[src/rtl/bit_serial_mac.sv]
// Bit-serial multiply-accumulate: dot product of N weights with N activations,
// one activation bit-plane per cycle (MSB first), with optional cross-vector accumulation.
module bit_serial_mac #(
  parameter int N       = 16,
  parameter int WW      = 3,
  parameter int AW      = 4,
  parameter int ACC_EXT = 4,
  localparam int PW     = WW + $clog2(N + 1),
  localparam int OW     = WW + AW + $clog2(N + 1) + ACC_EXT
) (
  input  logic           CLK,
  input  logic           reset_n,
  input  logic           in_valid,
  output logic           in_ready,
  input  logic           acc_clear,
  input  logic [N*WW-1:0] weights,
  input  logic [N*AW-1:0] acts,
  output logic           out_valid,
  input  logic           out_ready,
  output logic [OW-1:0]  out,
  output logic           busy
);

  // The dot product of one vector never exceeds PW + AW bits.
  localparam int DW = PW + AW;
  localparam int KW = (AW > 1) ? $clog2(AW) : 1;

  typedef enum logic [1:0] {IDLE, RUN, DONE} state_t;

  state_t          state, state_nxt;
  logic [N*WW-1:0] w_q;
  logic [N*AW-1:0] a_q;
  logic            clr_q;
  logic [DW-1:0]   dot, dot_nxt;
  logic [KW-1:0]   k;
  logic [PW-1:0]   psum;
  logic            accept;

  assign accept  = in_valid && (state == IDLE);
  assign dot_nxt = (dot << 1) + DW'(psum);

  // NOTE: every variable written here gets a default first, so no latch is inferred.
  always_comb begin
    psum = '0;
    for (int i = 0; i < N; i++) begin
      if (a_q[i*AW + int'(k)]) psum = psum + PW'(w_q[i*WW +: WW]);
    end
  end

  always_comb begin
    state_nxt = state;
    in_ready  = 1'b0;
    out_valid = 1'b0;
    busy      = 1'b1;
    unique case (state)
      IDLE: begin
        in_ready = 1'b1;
        busy     = 1'b0;
        if (in_valid) state_nxt = RUN;
      end
      RUN:  if (k == '0) state_nxt = DONE;
      DONE: begin
        out_valid = 1'b1;
        if (out_ready) state_nxt = IDLE;
      end
      default: state_nxt = IDLE;
    endcase
  end

  // NOTE: all state is reset, including the operand latches, so no X reaches the outputs.
  always_ff @(posedge CLK or negedge reset_n) begin
    if (!reset_n) begin
      state <= IDLE;
      w_q   <= '0;
      a_q   <= '0;
      clr_q <= 1'b0;
      dot   <= '0;
      k     <= '0;
      out   <= '0;
    end else begin
      // NOTE: non-blocking assignments so every register samples pre-edge values.
      state <= state_nxt;
      if (accept) begin
        w_q   <= weights;
        a_q   <= acts;
        clr_q <= acc_clear;
        dot   <= '0;
        k     <= KW'(AW - 1);
      end else if (state == RUN) begin
        dot <= dot_nxt;
        k   <= k - KW'(1);
        // Last bit-plane: fold the finished dot into the running result, wrapping at OW bits.
        if (k == '0) out <= (clr_q ? '0 : out) + OW'(dot_nxt);
      end
    end
  end

endmodule

[config.mk]
export PLATFORM = sky130hd
export DESIGN_NAME = bit_serial_mac
export DESIGN_NICKNAME = d
export VERILOG_FILES = /design/src/rtl/bit_serial_mac.sv
export SDC_FILE = /design/constraint.sdc
export NUM_CORES = 1
export LEC_CHECK = 0
export CAP_MARGIN = 0
export CORE_MARGIN = 5
export CORE_UTILIZATION = 60
export DETAILED_ROUTE_END_ITERATION = 12
export HOLD_SLACK_MARGIN = 0.12
export MAX_ROUTING_LAYER = met4
export PLACE_DENSITY = 0.89
export SYNTH_ARGS = -nofsm -noshare
export SYNTH_HDL_FRONTEND = slang
export SYNTH_SLANG_ARGS = --single-unit
[constraint.sdc]
create_clock -name CLK -period 42 [get_ports CLK]
set_input_delay 10.5 -clock CLK [delete_from_list [all_inputs] [get_ports CLK]]
set_output_delay 10.5 -clock CLK [all_outputs]
set_load 0.05 [all_outputs]
==> results of run 1 <==
-- critical path, delay by kind of cell (launching register included) --
kind / cells / cell delay (ns)
AO/OA/AOI/OAI: 17 / 2.99
adder cells (fa/ha/maj): 18 / 7.82
AND/OR/NAND/NOR: 15 / 1.73
flip-flops: 1 / 0.38
buffers and inverters: 7 / 0.61
XOR/XNOR: 4 / 0.70
multiplexers: 8 / 2.41
-- stage by stage --
step | std cells | setup WS (ns) | cell area [sq um]
2_1_floorplan | 1159 | 26.44 | 10100
3_3_place_gp | 1481 | 26.07 | 11600
3_5_place_dp | 1481 | 25.38 | 11600
4_1_cts | 1513 | 25.23 | 12200
5_1_grt | 1513 | 23.98 | 12200
6_report | 1513 | 25.24 | 12200
-- logic make-up after synthesis --
logic type / Yosys count / synth area share (%)
AOI/OAI and AO/OA: 186 / 11.7
DFF: 144 / 35.6
adders and majority gates: 83 / 11.5
xor gates and xnor gates: 70 / 8.06
buffers and inverters: 112 / 4.32
muxes: 47 / 6.92
and+or+nand+nor: 517 / 21.9
-- cell usage in the layout (no fill, tap or decap), drive strengths merged, types with 30 or more instances in the layout --
| cell type | Yosys | final |
|---|---|---|
| inv | 75 | 83 |
| ha | 66 | 66 |
| o21ai | 69 | 69 |
| a21oi | 37 | 37 |
| nor2 | 30 | 30 |
| xnor2 | 43 | 43 |
| nand2 | 378 | 378 |
| clkdlybuf4s50 | 0 | 134 |
| nor2b | 49 | 49 |
| dfrtp | 144 | 144 |
-- final cells by class --
type	count	area [sq um]	share of cell area (%)
multi-input combinational	903	6100	49.9
sequential	144	3600	29.5
timing repair buffer	139	1380	11.3
clock buffer	17	425	3.48
inverter	75	282	2.31
tap	220	275	2.25
clock inverter	15	148	1.21
-- registers in the layout, indices dropped and copies added, names as in the netlist --
signal	cells
a_q	64
k	2
state	2
clr_q	1
w_q	48
out	16
dot	11
-- final timing paths --
kind,from,end
min reg2reg,a_q[48],a_q[48]
max,k[0],out[14]
min,a_q[48],a_q[48]
min in group asynchronous,reset_n,a_q[14]
max in group asynchronous,reset_n,w_q[42]
max reg2reg,k[0],out[14]
-- routing by layer --
| layer | vias up | global-route usage, % | wire [um] |
|---|---|---|---|
| met2 | 244 | 46.4 | 12800 |
| met1 | 4164 | 35.2 | 10900 |
| met3 | 49 | 4.81 | 1430 |
| met5 | - | - | 0 |
| li1 | 4086 | - | - |
| met4 | 0 | 8.21 | 618 |
==> metrics.md, run 1 <==
| Metric | Value |
|---|---|
| Status | complete, no violations |
| Largest net degree at the start of global routing | 110 |
| Max frequency | 59.7 MHz |
| HPWL Detailed | 18300 um |
| Synth cell count leaders | nand2_1, dfrtp_1, inv_1, ha_1, o21ai_0 |
| Cts repair resizes | 0 |
| Hold Vio Cnt, Final | 0 |
| Seq/Total Area, Yosys | 35.6% |
| Worst slew margin | 23.3% |
| Critical Path Slowest Stage Cell | mux4_2 |
| Post CTS Setup Buffer Count | 0 |
| Top-count cell post-synth | nand2_1 |
| Clk_skew | 0.00891 ns |
| # setup viols final | 0 |
| GR Overflow Total | 0 |
| CTS tree | built |
| Most area-consuming cells after synthesis | dfrtp_1, nand2_1, ha_1, mux4_2, fa_1 |
| CTS Hold Bufs | 0 |
| Htree depth | 4 |
| Die Area | 19600 sq um |
| Vias in the first global route | 8884 |
| Clock Root Buffer | clkbuf_16 |
| N_diodes | 0 |
| Synthesis-to-finish area growth | 20.6% |
| Initial antenna violation count | 0 |
| RSZ-0062 raised after global routing | false |
| Worst-margin pin slew | 1.15 ns |
| CP Launch Type | register |
| Starting density of the core | 61.1% |
| Setup crit end kind | register |
| Critical path class | register to register |
| Top cell type's share of synthesized area | 35.6% |
| Cell with the most instances on the worst path | fa_1 |
| Die width | 140 um |
| EDFF count, synth | 0 |
| Filler Cell Count | 1193 |
| Reg2Reg Depth | 69 |
| Core area | 16600 sq um |
| Top-Level Pins | 136 |
| # port buffers | 135 |
| Crit path DAT | 17.06 ns |
| Drt pass-1 iters | 5 |
| Clk Latency, worst-skew pair | 0.44 ns |
| Routed vias/inst | 5.65 |
| Mapped cell area | 10100 sq um |
| Vias | 8543 |
| Fin Hold WS | 0.472 ns |
| Hold Path Class | register to register |
| CTS Buf Count | 17 |
| Synth cell types | 72 |
| Max-slew violation count | 0 |
| Dominant synthesized flop cell | dfrtp_1 |
| Initial detailed-routing violation count | 697 |
| Cells on Worst Hold Path | 2 |
| GRT Total Usage | 27.8% |
| WL/cell | 17.0 um |
| CP required | 42.29 ns |
| First-pass GRT wire length | 43000 um |
| Synth Instances | 1159 |
| Synth warn | 0 |
| Final period util | 39.9% |
| Post-Syn Area per Cell | 8.74 sq um |
| Total Wirelength | 25800 um |
| CP max stage delay | 0.58 ns |
| Seq cells post-synth | 144 |
| # DRC | 0 |
| Syn nets | 1359 |
| Final setup TNS | 0 ns |
| Core Util, Final | 73.6% |
| Area leader, netlist | dfrtp_1 |
| CTS Buffer Depth | 2 |
| Die Y | 140 um |
| Row cnt | 47 |
| CP Max Fanout | 6 |
| Routability cong. | 0.897 |
| # Max-Cap Violations | 0 |
| Sink Count | 144 |
| Clock period minus worst slack | 16.76 ns |
| Async set or reset register ratio after synthesis | 100% |
| Post-DRT Antenna Nets | 0 |
| Layout cell share with drive strength beyond 1 | 8.04% |
| Flop2flop setup slack | 25.24 ns |
| Clk slew on worst S/H paths | 0.07 ns |
| NumNets Final | 1480 |
Power of run 1 is not shown: default switching activity piles up to over one toggle a cycle in this logic, so the estimate is an artifact.
==> inputs of run 2 (changes only) <==
- CORE_UTILIZATION: 60 -> 56
- PLACE_DENSITY: 0.89 -> 0.84
- clock period: 42 -> 17.3 ns (I/O delays scaled with it)
==> run 2 against run 1 <==
Compared with the run above: final cell count grew 0.59%; critical path depth grew 5; global-route usage is 2.5 points lower; register-to-register slack got worse by 24 ns; via count decreased by 2.3%; sequential share of layout area fell by 0.25 points; flip-flop and latch count did not move; clock skew up 0.0065 ns; highest routed layer unchanged; final area increased by 0.85%; fmax up 3.2%.
==> metrics.md, run 2 (synthesis results as in run 1) <==
| Metric | Value |
|---|---|
| Initial detailed-routing violation count | 553 (-21%) |
| Hold Vio Cnt, Final | 0 (unchanged) |
| Max-slew violation count | 0 (unchanged) |
| DRT met1 WL | 10900 um (-0.51%) |
| N_diodes | 0 (unchanged) |
| Placed Cells | 1490 (+0.61%) |
| Sink Count | 144 (unchanged) |
| WL/cell | 16.2 um (-5.2%) |
| # Max-Cap Violations | 0 (unchanged) |
| Hold_sp | a_q[38] |
| WL met2 | 12000 um (-6.3%) |
| Vias | 8349 (-2.3%) |
| Htree depth | 4 (unchanged) |
| Worst-margin pin slew | 1.15 ns (-0.00534 ns) |
| Row cnt | 49 (+4.3%) |
| Cell with the most instances on the worst path | fa_1 |
| Top Metal Used | met4 |
| Number of flip-flops in the largest register | 64 (unchanged) |
| Clock Root Buffer | clkbuf_16 |
| Status | complete, no violations |
| Largest registers | a_q x64, w_q x48, out x16 |
| # setup viols final | 0 (unchanged) |
| Final setup TNS | 0 ns (unchanged) |
| Clk_skew | 0.0154 ns (+0.00647 ns) |
| Vias in the first global route | 8515 (-4.2%) |
| Delay-heaviest family, CP | adder cells |
| Largest net degree at the start of global routing | 110 (unchanged) |
| GRT Total Usage | 25.3% (-2.5 points) |
| Critical R2R Launch | a_q[3] |
| Reg2Reg Depth | 74 (+7.2%) |
| CP max stage delay | 0.55 ns (-0.03 ns) |
| # port buffers | 135 (unchanged) |
| NumNets Final | 1481 (+0.068%) |
| Crit path DAT | 16.53 ns (-0.53 ns) |
| Clock period minus worst slack | 16.24 ns (-0.523 ns) |
| Routed vias/inst | 5.49 (-2.8%) |
| Critical path class | register to register |
| Final period util | 93.9% (+54 points) |
| Total Wirelength | 24600 um (-4.6%) |
| CP Max Fanout | 6 (unchanged) |
| Die width | 144 um (+3.3%) |
| Top-Level Pins | 136 (unchanged) |
| First-pass GRT wire length | 41000 um (-4.5%) |
| Flop2flop setup slack | 1.06 ns (-24.18 ns) |
| Initial antenna violation count | 0 (unchanged) |
| Synthesis-to-finish area growth | 21.6% |
| Clk slew on worst S/H paths | 0.07 ns (about the same) |
| Most frequent cells in the layout | nand2_1, dfrtp_1, clkdlybuf4s50_1 |
| Fin Hold WS | 0.472 ns (-0.000455 ns) |
| CP Launch Type | register |
| Die Y | 144 um (+3.3%) |
| CTS Buf Count | 17 (unchanged) |
| CTS Hold Bufs | 0 (unchanged) |
| Cells on Worst Hold Path | 2 (unchanged) |
| Hold endpoint | a_q[38] |
| Final Non-Filler Cells | 1522 (+0.59%) |
| Met3 WL | 1330 um (-6.9%) |
| Starting density of the core | 56.6% (-4.5 points) |
| Clk Latency, worst-skew pair | 0.44 ns (about the same) |
| Setup crit end kind | register |
| GR Overflow Total | 0 (unchanged) |
| Core area | 17900 sq um (+8.0%) |
| Hold Path Class | register to register |
| Layout cell share with drive strength beyond 1 | 8.89% (+0.85 points) |
| CTS Buffer Depth | 2 (unchanged) |
| Biggest register | a_q |
| Die Area | 20900 sq um (+6.6%) |
| Max frequency | 61.6 MHz (+3.2%) |
| Reg2reg end | out[14] |
| Routability cong. | 0.875 (-2.5%) |
| Post-DRT Antenna Nets | 0 (unchanged) |
| CTS tree | built |
| HPWL Detailed | 17800 um (-2.9%) |
| Drt pass-1 iters | 5 (unchanged) |
| Critical Path Slowest Stage Cell | mux4_2 |
| CP required | 17.59 ns (-24.70 ns) |
| Worst slew margin | 23.6% (+0.36 points) |
| CP Buf/Inv Count | 7 (unchanged) |
| Core Util, Final | 68.8% (-4.8 points) |
| # DRC | 0 (unchanged) |
| Commonest non-fill, non-tap cell in the layout | nand2_1 |
[run 2: cell count changes in the layout (fill, tap and decap cells not counted), moves of 2 or more]
cell,delta
a21oi_1,-4
clkinv_2,-3
o21ai_0,-5
mux2i_1,-3
a21oi_2,+4
o21ai_2,+2
clkinv_4,+2
clkbuf_8,+3
mux2i_2,+3
inv_6,-2
o21ai_1,+3
[run 2: how the worst max path moves through the flow]
stage | start | end | slack, ns | cells past startpoint
global placement | k[0] | out[15] | 1.32 | 67
global route | k[0] | out[14] | -0.07 | 73
detailed placement | k[0] | out[14] | 0.90 | 70
finish | a_q[3] | out[14] | 1.06 | 74
CTS | k[0] | out[14] | 0.72 | 70
floorplan | k[1] | out[15] | 1.74 | 69
[run 2: repair_timing]
| action | 4_1_cts | 5_1_grt |
|---|---|---|
| resized for setup | 0 | 16 |
| buffers inserted | 0 | 1 |
| endpoints found under the setup margin | 0 | 5 |
[run 2: final cells by class]
type / count / area [sq um]
well taps: 229 / 287
flip-flops and latches: 144 / 3600
clock inverters: 11 / 144
inverters: 75 / 282
repair buffers: 140 / 1390
multi-input cells: 903 / 6140
clock buffers: 20 / 467
fillers: 1372 / 5590
[run 2: stage by stage]
step                      area [sq um]  setup slack, ns
after CTS                        12300            0.720
after global routing             12300          -0.0661
after floorplan                  10100             1.74
after detailed placement         11600            0.901
after global placement           11600             1.32
final                            12300             1.06
[run 2: worst register-to-register path: cells and delay by family (launching register included)]
kind / cells / cell delay, ns
AO/OA/AOI/OAI: 18 / 2.68
buffers and inverters: 7 / 0.57
XOR/XNOR: 6 / 0.90
flip-flops: 1 / 0.39
adder cells (fa/ha/maj): 18 / 7.03
AND/OR/NAND/NOR: 18 / 2.34
multiplexers: 7 / 2.20
[run 2: routing by layer]
metal,vias to the layer above,GRT usage (%)
met5,-,-
met4,0,7.31
met3,31,4.27
met2,223,41.1
met1,4007,33.0
li1,4088,-
Power of run 2 is left out for the same reason.
